### src/rtl/aes_gcm_input_sequencer.sv
// AES-GCM input sequencer: turns IV/length and host AAD/plaintext blocks into one registered stage-1 stream.
// Optional i_last consistency check enabled by defining AES_GCM_SEQ_LAST_CHECK_EN.
module aes_gcm_input_sequencer (
  input  logic         clk,
  input  logic         rst,
  input  logic         i_start,
  input  logic [95:0]  i_iv,
  input  logic [127:0] i_instance_size,
  input  logic         i_valid,
  input  logic [127:0] i_data,
  input  logic         i_last,
  output logic         o_ready,
  output logic [95:0]  o_iv,
  output logic [127:0] o_instance_size,
  output logic [127:0] o_aad,
  output logic [127:0] o_plain_text,
  output logic [2:0]   o_phase,
  output logic         o_new_instance,
  output logic         o_valid,
  output logic         o_busy,
  output logic         o_err
);

  typedef enum logic [2:0] {S_IDLE, S_INIT, S_AAD, S_TEXT, S_LEN} state_e;

  localparam logic [2:0] PH_IDLE   = 3'b111;
  localparam logic [2:0] PH_INIT   = 3'b000;
  localparam logic [2:0] PH_AAD    = 3'b001;
  localparam logic [2:0] PH_TEXT   = 3'b010;
  localparam logic [2:0] PH_LEN    = 3'b011;
  localparam logic [2:0] PH_BUBBLE = 3'b100;

  // Block count = ceil(len/128); only 32 bits of the quotient are kept.
  function automatic logic [31:0] block_count(input logic [38:0] len_bits);
    return len_bits[38:7] + {31'd0, |len_bits[6:0]};
  endfunction

  function automatic logic [127:0] trim_tail(input logic [127:0] d, input logic [6:0] rem);
    if (rem == 7'd0) return d;
    return d & ~({128{1'b1}} << rem);
  endfunction

  state_e       state_q, state_d;
  logic [31:0]  a_cnt_q, a_cnt_d, c_cnt_q, c_cnt_d;
  logic [6:0]   a_rem_q, a_rem_d, c_rem_q, c_rem_d;
  logic [95:0]  iv_q, iv_d;
  logic [127:0] size_q, size_d, aad_q, aad_d, pt_q, pt_d;
  logic [2:0]   phase_q, phase_d;
  logic         new_inst_q, new_inst_d, valid_q, valid_d;
  logic         ready_q, ready_d, busy_q, busy_d;
  logic         accept, a_last, c_last;

  // ready_q is high exactly when state_q is AAD or TEXT, so accept implies one of those states.
  assign accept = ready_q & i_valid;
  assign a_last = (a_cnt_q == 32'd1);
  assign c_last = (c_cnt_q == 32'd1);

  always_comb begin
    // NOTE: every signal gets a default before the case so no path leaves it unassigned (no latches).
    state_d    = state_q;
    a_cnt_d    = a_cnt_q;
    c_cnt_d    = c_cnt_q;
    a_rem_d    = a_rem_q;
    c_rem_d    = c_rem_q;
    iv_d       = iv_q;
    size_d     = size_q;
    aad_d      = aad_q;
    pt_d       = pt_q;
    phase_d    = PH_IDLE;
    new_inst_d = 1'b0;
    valid_d    = 1'b0;

    unique case (state_q)
      S_IDLE: begin
        if (i_start) begin
          state_d = S_INIT;
          iv_d    = i_iv;
          size_d  = i_instance_size;
          a_cnt_d = block_count(i_instance_size[102:64]);
          c_cnt_d = block_count(i_instance_size[38:0]);
          a_rem_d = i_instance_size[70:64];
          c_rem_d = i_instance_size[6:0];
        end
      end
      S_INIT: begin
        phase_d    = PH_INIT;
        new_inst_d = 1'b1;
        valid_d    = 1'b1;
        if (a_cnt_q != 32'd0)      state_d = S_AAD;
        else if (c_cnt_q != 32'd0) state_d = S_TEXT;
        else                       state_d = S_LEN;
      end
      S_AAD: begin
        phase_d = PH_BUBBLE;
        if (accept) begin
          phase_d = PH_AAD;
          valid_d = 1'b1;
          aad_d   = a_last ? trim_tail(i_data, a_rem_q) : i_data;
          pt_d    = '0;
          a_cnt_d = a_cnt_q - 32'd1;
          if (a_last) state_d = (c_cnt_q != 32'd0) ? S_TEXT : S_LEN;
        end
      end
      S_TEXT: begin
        phase_d = PH_BUBBLE;
        if (accept) begin
          phase_d = PH_TEXT;
          valid_d = 1'b1;
          pt_d    = c_last ? trim_tail(i_data, c_rem_q) : i_data;
          aad_d   = '0;
          c_cnt_d = c_cnt_q - 32'd1;
          if (c_last) state_d = S_LEN;
        end
      end
      S_LEN: begin
        phase_d = PH_LEN;
        valid_d = 1'b1;
        aad_d   = size_q;
        pt_d    = '0;
        state_d = S_IDLE;
      end
      default: state_d = S_IDLE;
    endcase

    ready_d = (state_d == S_AAD) || (state_d == S_TEXT);
    busy_d  = (state_d != S_IDLE);
  end

  always_ff @(posedge clk or posedge rst) begin
    // NOTE: every register, data path included, has a reset value so outputs are defined during reset.
    if (rst) begin
      state_q    <= S_IDLE;
      a_cnt_q    <= '0;
      c_cnt_q    <= '0;
      a_rem_q    <= '0;
      c_rem_q    <= '0;
      iv_q       <= '0;
      size_q     <= '0;
      aad_q      <= '0;
      pt_q       <= '0;
      phase_q    <= PH_IDLE;
      new_inst_q <= 1'b0;
      valid_q    <= 1'b0;
      ready_q    <= 1'b0;
      busy_q     <= 1'b0;
    end else begin
      // NOTE: non-blocking assignments so all flops update from the same pre-edge values.
      state_q    <= state_d;
      a_cnt_q    <= a_cnt_d;
      c_cnt_q    <= c_cnt_d;
      a_rem_q    <= a_rem_d;
      c_rem_q    <= c_rem_d;
      iv_q       <= iv_d;
      size_q     <= size_d;
      aad_q      <= aad_d;
      pt_q       <= pt_d;
      phase_q    <= phase_d;
      new_inst_q <= new_inst_d;
      valid_q    <= valid_d;
      ready_q    <= ready_d;
      busy_q     <= busy_d;
    end
  end

`ifdef AES_GCM_SEQ_LAST_CHECK_EN
  logic err_q, err_d, final_blk;

  always_comb begin
    final_blk = (state_q == S_AAD) ? a_last : c_last;
    err_d     = err_q | (accept & (i_last != final_blk));
  end

  always_ff @(posedge clk or posedge rst) begin
    if (rst) err_q <= 1'b0;
    else     err_q <= err_d;
  end

  assign o_err = err_q;
`else
  logic unused_last;
  assign unused_last = i_last;
  assign o_err       = 1'b0;
`endif

  assign o_ready         = ready_q;
  assign o_iv            = iv_q;
  assign o_instance_size = size_q;
  assign o_aad           = aad_q;
  assign o_plain_text    = pt_q;
  assign o_phase         = phase_q;
  assign o_new_instance  = new_inst_q;
  assign o_valid         = valid_q;
  assign o_busy          = busy_q;
endmodule
### config.mk
export PLATFORM = sky130hd
export DESIGN_NAME = aes_gcm_input_sequencer
export DESIGN_NICKNAME = d
export VERILOG_FILES = /design/src/rtl/aes_gcm_input_sequencer.sv
export SDC_FILE = /design/constraint.sdc
export NUM_CORES = 2
export LEC_CHECK = 0
export BUFFER_PORTS_ARGS = -buffer_cell sky130_fd_sc_hd__buf_2
export CELL_PAD_IN_SITES_DETAIL_PLACEMENT = 1
export CELL_PAD_IN_SITES_GLOBAL_PLACEMENT = 2
export CORE_AREA = 4 4 331 333
export DETAILED_ROUTE_END_ITERATION = 10
export DIE_AREA = 0 0 335 337
export GPL_TIMING_DRIVEN = 0
export PLACE_DENSITY = 0.78
export REMOVE_ABC_BUFFERS = 1
export SYNTH_ARGS = -nofsm -noshare
export SYNTH_HDL_FRONTEND = slang
export SYNTH_SLANG_ARGS = --single-unit
### constraint.sdc
create_clock -name clk -period 23.7 [get_ports clk]
set_clock_uncertainty 0.15 [all_clocks]
set_input_delay 3.555 -clock clk [delete_from_list [all_inputs] [get_ports clk]]
set_output_delay 3.555 -clock clk [all_outputs]
set_load 0.02 [all_outputs]
==> run summary <==
### Synth
* 83 — number of unique standard cell types used by synthesis
* 0 — Warnings, synthesis
* 1.00 — proportion of register bits with asynchronous set or reset after synthesis
* sky130_fd_sc_hd__dfrtp_1 — most used flip-flop cell after synthesis
* sky130_fd_sc_hd__dfrtp_1, sky130_fd_sc_hd__nand2_1, sky130_fd_sc_hd__clkbuf_1 — leading cell types by total area after synthesis
* sky130_fd_sc_hd__dfrtp_1 — top cell type by total area after synthesis
* 0.519 — Synth top area share
* 0 — number of enable-type register cells in the synthesized netlist
* 554 — number of storage elements in the synthesis netlist
* 0.522 — sequential-to-total area share from yosys stat
* 8.81 um^2 — Syn Area/Cell
* 26600 um^2 — post-synthesis cell area
* 3015 — Syn Inst Count

### Global route
* 217000 um — first-pass GRT wire length
* 41 — antenna violations before repair
* 0 — leftover overflow at the end of global routing
* 117 — pin count of the biggest net entering global routing
* 0.267 — global routing usage summed across all routing layers
* 27.9k — number of global-route vias before repair

### Route
* 0 — antenna violation net count after detailed routing
* 29.9 um — post-DR wirelength/cell
* 27.5k — vias
* 157000 um — aggregate routed wire length
* 7 — router iterations before antenna repair
* 0 — total DRC errors in the routed layout
* 5.24 — routed via count divided by cell count
* 2010 — iteration-0 DRC count of the detailed router

### Timing
* 0 — number of setup violations in the final report
* 0 — Final Hold Fails
* false — setup repair after global routing missed its margin
* -0.0287 — tightest slew margin relative to the limit
* 0.269 — final critical-path share of the clock period
* 6 — fin. max-slew vios
* 6370 ps — shortest clock period the worst path allows after layout
* 157 MHz — highest clock frequency the design can meet
* 1530 ps — Least-Margin Pin Slew

### Layout
* 12.7k — number of fillers in the final layout
* 0.277 — share of layout cells above drive strength 1
* 5245 — number of non-filler instances in the completed layout
* 4137 — net count of the finished layout
* 35300 um^2 — Layout Cell Area excl Fill
* 32.7% — post-synthesis to final-layout area growth

### Power and ir drop
* 78.3 nW/um^2 — power density of the placed cells
* 18.1 nW — Static Leak
* 0.0000479 V — maximum ir drop on the vdd rail
* 2.76 mW — post-route total power

### Job
* 1 — maximum capacitance violations

### Clock network
* 0 — Post-CTS Hold Buffers
* 3 — H-tree levels
* sky130_fd_sc_hd__clkbuf_16 — Root Driver
* 554 — clock sink count
* 70 ps — clk slew on worst S/H paths
* 640 ps — worst skew pair latency
* 0 — number of resized instances in the post-cts repair step
* 71 — number of buffers created by CTS
* 3 — maximum count of clock buffers along a single path
* done — TritonCTS clock tree
* 0 — post-CTS repair timing setup buffer count

### Critical path
* input pin to register — Setup Crit Path Kind
* 30 — maximum net fanout on the critical path
* 6780 ps — arrival time of data at the critical path endpoint
* register — kind of end point of the critical path
* 24120 ps — required time at the endpoint of the critical path
* input pin — kind of start point of the critical path

### Floorplan
* 0.249 — initial cell density of the core
* 113000 um^2 — DIE AREA
* 107000 um^2 — standard cell core area
* 845 — number of primary I/O pins
* 335 um — Die X-Extent
* 120 — Core Rows
* 337 um — vertical die dimension

### Placement
* 120000 um — HPWL Detailed
* 0.832 — routability-driven placement congestion ratio
* 842 — number of buffers inserted by port buffering
* 5100 — post-placement cell count
* 32900 um^2 — placed standard-cell area

### Run status
* finished, violations left — result of the run
* max-capacitance violations, max-slew violations — failing checks

### Hold path
* register to register — path class of the lowest-slack min-delay path

[cells by family (layout without fill, tap and decap cells)]
group	Yosys count	count (layout)	synth area share
and+or+nand+nor	1448	1448	0.232
AOI/OAI and AO/OA	699	699	0.185
DFF	554	554	0.522
buffers and inverters	240	1050	0.0353
xor gates and xnor gates	58	58	0.0191
adders and majority gates	10	10	0.00471
muxes	5	5	0.00198
other	1	18	0.000141
[layout make-up]
type	instances	area (um^2)	share of cell area
repair buffers	896	5270	0.149
flip-flops and latches	554	13900	0.394
clock buffers	97	2030	0.0575
inverters	26	105	0.00298
multi-input cells	2221	11900	0.337
diodes	17	42.5	0.00121
well taps	1403	1760	0.0498
clock inverters	31	312	0.00884
[synthesized netlist by cell type, types with 32 or more instances]
| master | number |
|---|---|
| sky130_fd_sc_hd__nor2_1 | 121 |
| sky130_fd_sc_hd__xor2_1 | 32 |
| sky130_fd_sc_hd__a22oi_1 | 62 |
| sky130_fd_sc_hd__dfrtp_1 | 551 |
| sky130_fd_sc_hd__o21ai_0 | 95 |
| sky130_fd_sc_hd__a22o_1 | 40 |
| sky130_fd_sc_hd__o211ai_1 | 41 |
| sky130_fd_sc_hd__nand3_1 | 65 |
| sky130_fd_sc_hd__nand2_1 | 1038 |
| sky130_fd_sc_hd__a32o_1 | 52 |
| sky130_fd_sc_hd__clkbuf_1 | 193 |
| sky130_fd_sc_hd__a21oi_1 | 126 |
| sky130_fd_sc_hd__a221o_1 | 65 |
| sky130_fd_sc_hd__o21ai_1 | 75 |
| sky130_fd_sc_hd__nor3_1 | 48 |
[state kept, by name, indices dropped and copies added (netlist names)]
signal	count
o_instance_size	116
o_iv	96
a_rem_q	6
o_aad	128
o_plain_text	128
o_ready	1
c_cnt_q	32
o_valid	1
o_busy	1
o_new_instance	1
state_q	3
c_rem_q	6
o_phase	3
a_cnt_q	32
[final timing paths]
check | start | to | slack, ps | depth (start not counted)
max in group asynchronous | rst | o_iv[20] | 19210 | 4
min in group asynchronous | rst | o_instance_size[55] | 2730 | 2
worst max-delay path | i_valid | o_plain_text[74] | 17330 | 9
worst min-delay path | o_plain_text[92] | o_plain_text[92] | 310 | 2
worst min register to register | o_plain_text[92] | o_plain_text[92] | 310 | 2
worst max register to register | a_rem_q[2] | o_aad[71] | 18420 | 7
[layer usage]
metal	wire length, um	up-vias	GRT usage
met2	73500	1130	0.436
met1	64900	14000	0.341
met3	12700	245	0.0747
met4	5430	26	0.0903
met5	176	-	0
li1	-	12100	-
[worst max-delay path: stages]
cell and delay (ps):
sky130_fd_sc_hd__buf_2 100, sky130_fd_sc_hd__nand2_1 370, sky130_fd_sc_hd__nor2_4 810, sky130_fd_sc_hd__buf_12 280
sky130_fd_sc_hd__buf_12 230, sky130_fd_sc_hd__nand2_1 510, sky130_fd_sc_hd__nor3b_1 700, sky130_fd_sc_hd__o21ai_1 100
sky130_fd_sc_hd__nand2_1 80
[through the flow]
stage | util | setup WS [ps] | setup TNS (ps) | hold slack [ps]
2_1_floorplan | - | -455 | -50810 | 298
6_report | 0.331 | 17330 | 0 | 312
4_1_cts | 0.330 | 17410 | 0 | 314
5_1_grt | 0.330 | 17260 | 0 | 331
3_3_place_gp | 0.297 | -62510 | - | 297
3_5_place_dp | 0.308 | 16700 | 0 | 301
[placed cells by master, fill, tap and decap left out, types with 17 or more instances in the layout]
cell,count
sky130_fd_sc_hd__nor2_1,117
sky130_fd_sc_hd__and3_1,24
sky130_fd_sc_hd__o211ai_1,41
sky130_fd_sc_hd__a22oi_1,62
sky130_fd_sc_hd__nand3_1,64
sky130_fd_sc_hd__a32o_1,52
sky130_fd_sc_hd__nor4_1,24
sky130_fd_sc_hd__a21oi_1,126
sky130_fd_sc_hd__a22o_1,40
sky130_fd_sc_hd__diode_2,17
sky130_fd_sc_hd__o21ai_1,76
sky130_fd_sc_hd__o21ai_0,94
sky130_fd_sc_hd__buf_16,17
sky130_fd_sc_hd__dfrtp_1,546
sky130_fd_sc_hd__a221o_1,65
sky130_fd_sc_hd__buf_2,842
sky130_fd_sc_hd__nor3_1,46
sky130_fd_sc_hd__inv_1,24
sky130_fd_sc_hd__clkbuf_16,72
sky130_fd_sc_hd__xor2_1,32
sky130_fd_sc_hd__buf_12,18
sky130_fd_sc_hd__xnor2_1,26
sky130_fd_sc_hd__nand4_1,22
sky130_fd_sc_hd__nand2_1,1038
[report_power, final]
| group | switching, mW | internal, mW |
|---|---|---|
| clock | 0.474 | 0.638 |
| sequential | 0.0976 | 1.03 |
| combinational | 0.347 | 0.171 |
| total | 0.918 | 1.84 |
Note: power is estimated with default switching activity, not from simulation.
